File: src/rtl/sprite_oam_dma_pkg.sv
// Shared PPU definitions for the sprite OAM DMA engine: AHB-Lite transfer
// encodings, fixed transfer attributes, the copy FSM state encoding and an
// address helper used by the datapath.
package sprite_oam_dma_pkg;

  // AHB-Lite transfer type encodings; this initiator only ever issues these two
  localparam logic [1:0] HTRANS_IDLE   = 2'b00;
  localparam logic [1:0] HTRANS_NONSEQ = 2'b10;

  // Every transfer is a single 32-bit word, non-cacheable privileged data access
  localparam logic [2:0] HSIZE_WORD    = 3'b010;
  localparam logic [2:0] HBURST_SINGLE = 3'b000;
  localparam logic [3:0] HPROT_DATA    = 4'b0011;

  // One read (address + data phase) then one write (address + data phase) per word
  typedef enum logic [2:0] {
    ST_IDLE    = 3'd0,
    ST_RD_ADDR = 3'd1,
    ST_RD_DATA = 3'd2,
    ST_WR_ADDR = 3'd3,
    ST_WR_DATA = 3'd4,
    ST_FINISH  = 3'd5
  } dma_state_e;

  // Byte address of word 'index' above 'base'; wraps modulo 2^32 by construction
  function automatic logic [31:0] word_addr(input logic [31:0] base, input logic [31:0] index);
    return base + (index << 2);
  endfunction

endpackage

File: src/rtl/sprite_oam_dma.sv
// Sprite OAM DMA: AHB-Lite initiator that copies 2^ADDR_WIDTH words from a
// source buffer into sprite RAM at SPRITE_BASE, one read/write pair per word.
// Optional build macro SPRITE_DMA_VSYNC_TRIG_EN lets the PPU end-of-frame
// pulse (VGA_Intr) start a copy while idle; without it VGA_Intr is ignored.
module sprite_oam_dma
  import sprite_oam_dma_pkg::*;
#(
  parameter int          ADDR_WIDTH  = 6,
  parameter logic [31:0] SPRITE_BASE = 32'h5000_0000
) (
  input  logic        clk_50MHz,
  input  logic        rst,
  input  logic        start,
  input  logic [31:0] src_addr,
  input  logic        VGA_Intr,
  output logic        busy,
  output logic        done,
  output logic        err,
  output logic [31:0] HADDR,
  output logic [1:0]  HTRANS,
  output logic [2:0]  HSIZE,
  output logic [2:0]  HBURST,
  output logic [3:0]  HPROT,
  output logic        HWRITE,
  output logic [31:0] HWDATA,
  input  logic [31:0] HRDATA,
  input  logic        HREADY,
  input  logic        HRESP
);

  localparam int unsigned          WORDS    = 1 << ADDR_WIDTH;
  localparam logic [ADDR_WIDTH:0]  LAST_IDX = (ADDR_WIDTH + 1)'(WORDS - 1);
  localparam logic [ADDR_WIDTH:0]  IDX_ONE  = (ADDR_WIDTH + 1)'(1);

  dma_state_e            state;
  logic [ADDR_WIDTH:0]   idx;
  logic [ADDR_WIDTH:0]   idx_next;
  logic [31:0]           idx_next_ext;
  logic [31:0]           src_base;
  logic [31:0]           data_q;
  logic                  trigger;

  assign idx_next     = idx + IDX_ONE;
  assign idx_next_ext = 32'(idx_next);

  assign HSIZE  = HSIZE_WORD;
  assign HBURST = HBURST_SINGLE;
  assign HPROT  = HPROT_DATA;

`ifdef SPRITE_DMA_VSYNC_TRIG_EN
  // Either request source starts a copy; coincident requests still give one copy
  assign trigger = start | VGA_Intr;
`else
  logic unused_vga_intr;
  assign trigger         = start;
  assign unused_vga_intr = VGA_Intr;
`endif

  // Copy FSM with registered AHB outputs; next-phase address/control is loaded on
  // each transition so it is stable for the whole (possibly wait-stated) phase
  always_ff @(posedge clk_50MHz or posedge rst) begin
    if (rst) begin
      state    <= ST_IDLE;
      HTRANS   <= HTRANS_IDLE;
      HADDR    <= '0;
      HWRITE   <= 1'b0;
      HWDATA   <= '0;
      busy     <= 1'b0;
      done     <= 1'b0;
      err      <= 1'b0;
      idx      <= '0;
      src_base <= '0;
      data_q   <= '0;
    end else begin
      done <= 1'b0;
      case (state)
        ST_IDLE: begin
          if (trigger) begin
            src_base <= src_addr;
            idx      <= '0;
            err      <= 1'b0;
            busy     <= 1'b1;
            HADDR    <= src_addr;
            HTRANS   <= HTRANS_NONSEQ;
            HWRITE   <= 1'b0;
            state    <= ST_RD_ADDR;
          end
        end
        ST_RD_ADDR: begin
          if (HREADY) begin
            HTRANS <= HTRANS_IDLE;
            state  <= ST_RD_DATA;
          end
        end
        ST_RD_DATA: begin
          if (HRESP) begin
            err    <= 1'b1;
            busy   <= 1'b0;
            HTRANS <= HTRANS_IDLE;
            HWRITE <= 1'b0;
            state  <= ST_IDLE;
          end else if (HREADY) begin
            data_q <= HRDATA;
            HADDR  <= word_addr(SPRITE_BASE, 32'(idx));
            HTRANS <= HTRANS_NONSEQ;
            HWRITE <= 1'b1;
            state  <= ST_WR_ADDR;
          end
        end
        ST_WR_ADDR: begin
          if (HREADY) begin
            HTRANS <= HTRANS_IDLE;
            HWDATA <= data_q;
            state  <= ST_WR_DATA;
          end
        end
        ST_WR_DATA: begin
          if (HRESP) begin
            err    <= 1'b1;
            busy   <= 1'b0;
            HTRANS <= HTRANS_IDLE;
            HWRITE <= 1'b0;
            state  <= ST_IDLE;
          end else if (HREADY) begin
            idx    <= idx_next;
            HWRITE <= 1'b0;
            if (idx == LAST_IDX) begin
              done  <= 1'b1;
              busy  <= 1'b0;
              state <= ST_FINISH;
            end else begin
              HADDR  <= word_addr(src_base, idx_next_ext);
              HTRANS <= HTRANS_NONSEQ;
              state  <= ST_RD_ADDR;
            end
          end
        end
        ST_FINISH: begin
          state <= ST_IDLE;
        end
        default: begin
          state <= ST_IDLE;
        end
      endcase
    end
  end

endmodule
File: config.mk
export PLATFORM = sky130hd
export DESIGN_NAME = sprite_oam_dma
export DESIGN_NICKNAME = d
export VERILOG_FILES = /design/src/rtl/sprite_oam_dma_pkg.sv /design/src/rtl/sprite_oam_dma.sv
export SDC_FILE = /design/constraint.sdc
export NUM_CORES = 1
export LEC_CHECK = 0
export CAP_MARGIN = 40
export CORE_ASPECT_RATIO = 2
export CORE_MARGIN = 8
export CORE_UTILIZATION = 40
export DETAILED_ROUTE_END_ITERATION = 8
export GPL_ROUTABILITY_DRIVEN = 1
export PLACE_DENSITY = 0.66
export REMOVE_ABC_BUFFERS = 1
export SLEW_MARGIN = 20
export SYNTH_ARGS = -nofsm -noshare
export SYNTH_HDL_FRONTEND = slang
export SYNTH_SLANG_ARGS = --single-unit
File: constraint.sdc
create_clock -name clk_50MHz -period 10.5 [get_ports clk_50MHz]
set_input_delay 1.05 -clock clk_50MHz [delete_from_list [all_inputs] [get_ports clk_50MHz]]
set_output_delay 1.05 -clock clk_50MHz [all_outputs]
set_load 0.01 [all_outputs]
==> run metrics <==
cell taking the most area after synthesis=dfrtp_1; CP startpoint=HRESP; Worst Max-Slew Pin Slew=0.814 ns; Post-Synth XOR/XNOR Area=3.84%; critical path launch point type=primary input; worst path required time=10.81 ns; WP data arrival=3.91 ns; H-tree levels=4; Rows=67; post-route cell area=0.00897 mm^2; dpl ws=6.43 ns; ant diodes=0; fmax=277 MHz; Primary FF master, synth=dfrtp_1; dpl cells=880; top post-synthesis cells by area=dfrtp_1 (52%), mux2_2 (11%), mux2_4 (6.8%), o21ai_0 (2.9%), xor2_1 (2.6%); hold buffers post-CTS=0; Final Power=0.00262 W; Port Buffers=137; layout cell share with drive strength beyond 1=20.3%; largest family of logic cells by synthesized area=multiplexers; number of remaining DRC errors=0; worst r2r dst=HADDR[21]$_DFFE_PP0P_; RR Startpoint=idx[0]$_DFFE_PP0P_; RSZ-0062 raised after global routing=no; nets@finish=772; Multi-input gate area=0.00304 mm^2; insertion delay to the later sink of the worst-skew pair=0.42 ns; number of flops mapped to enable cells by yosys=0; GRT Total Usage=16.4%; Initial DRC Count=199; fin cells=911; first-pass GRT wire length=28300 um; Pins Over Slew Limit=0; Pwr Density=292 mW/mm^2; post-DP HPWL=12500 um; path depth of the worst reg2reg path=11; number of vias per cell=5.38; minimum clock period=3.61 ns; Critical Path End Type=flip-flop; clk sinks=143; synthesized area=0.00684 mm^2; largest net degree at the start of global routing=69; initial antenna violation count=0; die footprint=0.0218 mm^2; CTS tree=built; Die W=108 um; register area=0.00358 mm^2; syn_area_per_cell=12.3 um^2; Adder-Cell Fraction of Synth Area=1.94%; vias in the first global route=5407; HP Class=reg -> reg; Hold Vio Cnt, Final=0; GPL Wtd Cong=0.832; reg2reg setup slack=7.32 ns; CP max stage delay=0.61 ns; # IOs=150; status=completed; FF+latch count, synth=143; clock skew=0.0112 ns; Unique masters post-synth=58; critical path peak fanout=51; register area share after synthesis=52.3%; multiplexer area fraction after synthesis=18.1%; Fillers=1459; Cells after Synth=558; Setup Total Neg Slack=0 ns; final antenna-violating net count=0; final worst slack=6.89 ns; via count=4898; DR pass1 iterations=6; total grt overflow=0; leakage power=3.84 nW; slowest CP cell=buf_4; crit-path cells=clkdlybuf4s50_1 > nand4bb_1 > nor2_4 > o22ai_2 > buf_4 > nor2_4 > buf_4 > mux2_2; CP Capture Point=src_base[31]$_DFFE_PP0P_; Area Growth Syn to Fin=31.1%; core area=0.0168 mm^2; crit path kind=in -> reg; async set-reset flop share out of synthesis=100%; simple-gate share of the synthesized area=8.14%; number of buffers created by CTS=17; height of the chip=201 um; post-route clock period utilization=34.4%; wire length per cell=18.9 um; post-CTS repair timing setup buffer count=0; post-CTS sizing=0; Cell Area, Placed=0.00837 mm^2; Worst slew margin=45.7%; yosys warns=0; register clock-pin slew on the reported worst setup and hold paths=0.06 ns; initial core utilization=40.8%; Peak VDD IR=0.000123 V; Setup Viol. Count Final=0; routed wire length=17200 um; clock tree buffer depth=2; maxcap violations=0; Synth Area in Compound Gates=11.8%; Yosys top cell area share=52.3%; Root Driver=clkbuf_16
==> final cells by class <==
cell class | instances | area share [%]
clock buffers | 19 | 4.94
multi-input cells | 379 | 33.9
flip-flops and latches | 143 | 39.9
repair buffers | 144 | 16.2
clock inverters | 12 | 1.80
inverters | 7 | 0.349
well taps | 207 | 2.89
==> cell families after synthesis <==
logic type               Yosys count
adder cells (fa/ha/maj)           10
XOR/XNOR                          30
flip-flops                       143
other                              2
multiplexers                     100
AO/OA/AOI/OAI                    122
AND/OR/NAND/NOR                  106
buffers and inverters             45
==> cell usage in the layout, fill, tap and decap left out, types with 10 or more instances in the layout <==
master           netlist  final
nor2_1                30     30
mux2_4                31     31
nand3_1               13     13
conb_1                 2     11
clkdlybuf4s50_1        0    137
a21oi_1               16     16
o21ai_0               39     39
mux2_2                66     66
a22oi_1               22     22
xor2_1                20     20
dfrtp_1              143    143
nand2_1               26     26
clkbuf_16              0     17
xnor2_1               10     10
==> worst min-delay path by stage <==
| stage | startpoint | to | slack [ns] | cells after the start |
|---|---|---|---|---|
| floorplan | data_q[0]$_DFFE_PP0P_ | data_q[0]$_DFFE_PP0P_ | 0.48 | 1 |
| finish | HADDR[2]$_DFFE_PP0P_ | HADDR[2]$_DFFE_PP0P_ | 0.49 | 2 |
| CTS | HADDR[2]$_DFFE_PP0P_ | HADDR[2]$_DFFE_PP0P_ | 0.49 | 2 |
| global placement | HADDR[3]$_DFFE_PP0P_ | HADDR[3]$_DFFE_PP0P_ | 0.47 | 2 |
| detailed placement | HADDR[2]$_DFFE_PP0P_ | HADDR[2]$_DFFE_PP0P_ | 0.48 | 2 |
| global route | HADDR[2]$_DFFE_PP0P_ | HADDR[2]$_DFFE_PP0P_ | 0.52 | 2 |
==> flip-flops by register name, summed over array words and instances (netlist names) <==
register,cells
HADDR,32
HWDATA,32
data_q,32
src_base,32
idx,7
state,3
HTRANS,1
HWRITE,1
busy,1
done,1
err,1
==> through the flow <==
| step | hold slack [ns] | utilization, % |
|---|---|---|
| 2_1_floorplan | 0.477 | - |
| 3_3_place_gp | 0.470 | 49.6 |
| 3_5_place_dp | 0.478 | 49.9 |
| 4_1_cts | 0.492 | 53.5 |
| 5_1_grt | 0.518 | 53.5 |
| 6_report | 0.485 | 53.5 |
==> power breakdown <==
part           switching [W]  internal, W
Sequential          0.000194     0.000802
Combinational       0.000418     0.000588
Clock               0.000235     0.000380
==> synthesized netlist by cell type, drive strengths merged (5+ instances only) <==
cell    number
nand4        7
and3         5
a21oi       16
a31oi        8
xnor2       10
ha           9
xor2        20
nor2        32
a22oi       22
nand2       26
dfrtp      143
nor3         7
inv          7
nand3       14
clkbuf       5
mux2        98
o21ai       40
buf         33
o22a         5
==> per-layer routing <==
metal | track usage (%) | vias to the layer above | routed length, um
li1 | - | 2272 | -
met1 | 18.0 | 2437 | 6520
met2 | 29.1 | 162 | 9270
met3 | 3.95 | 27 | 1080
met4 | 6.65 | 0 | 347
met5 | 0 | - | 0
==> critical path: cells and delay by family <==
family                 cells  cell delay [ns]
AOI/OAI and AO/OA          1             0.14
buffers and inverters      3             1.44
muxes                      1             0.41
and+or+nand+nor            3             0.83
Note: power is estimated with default switching activity, not from simulation.
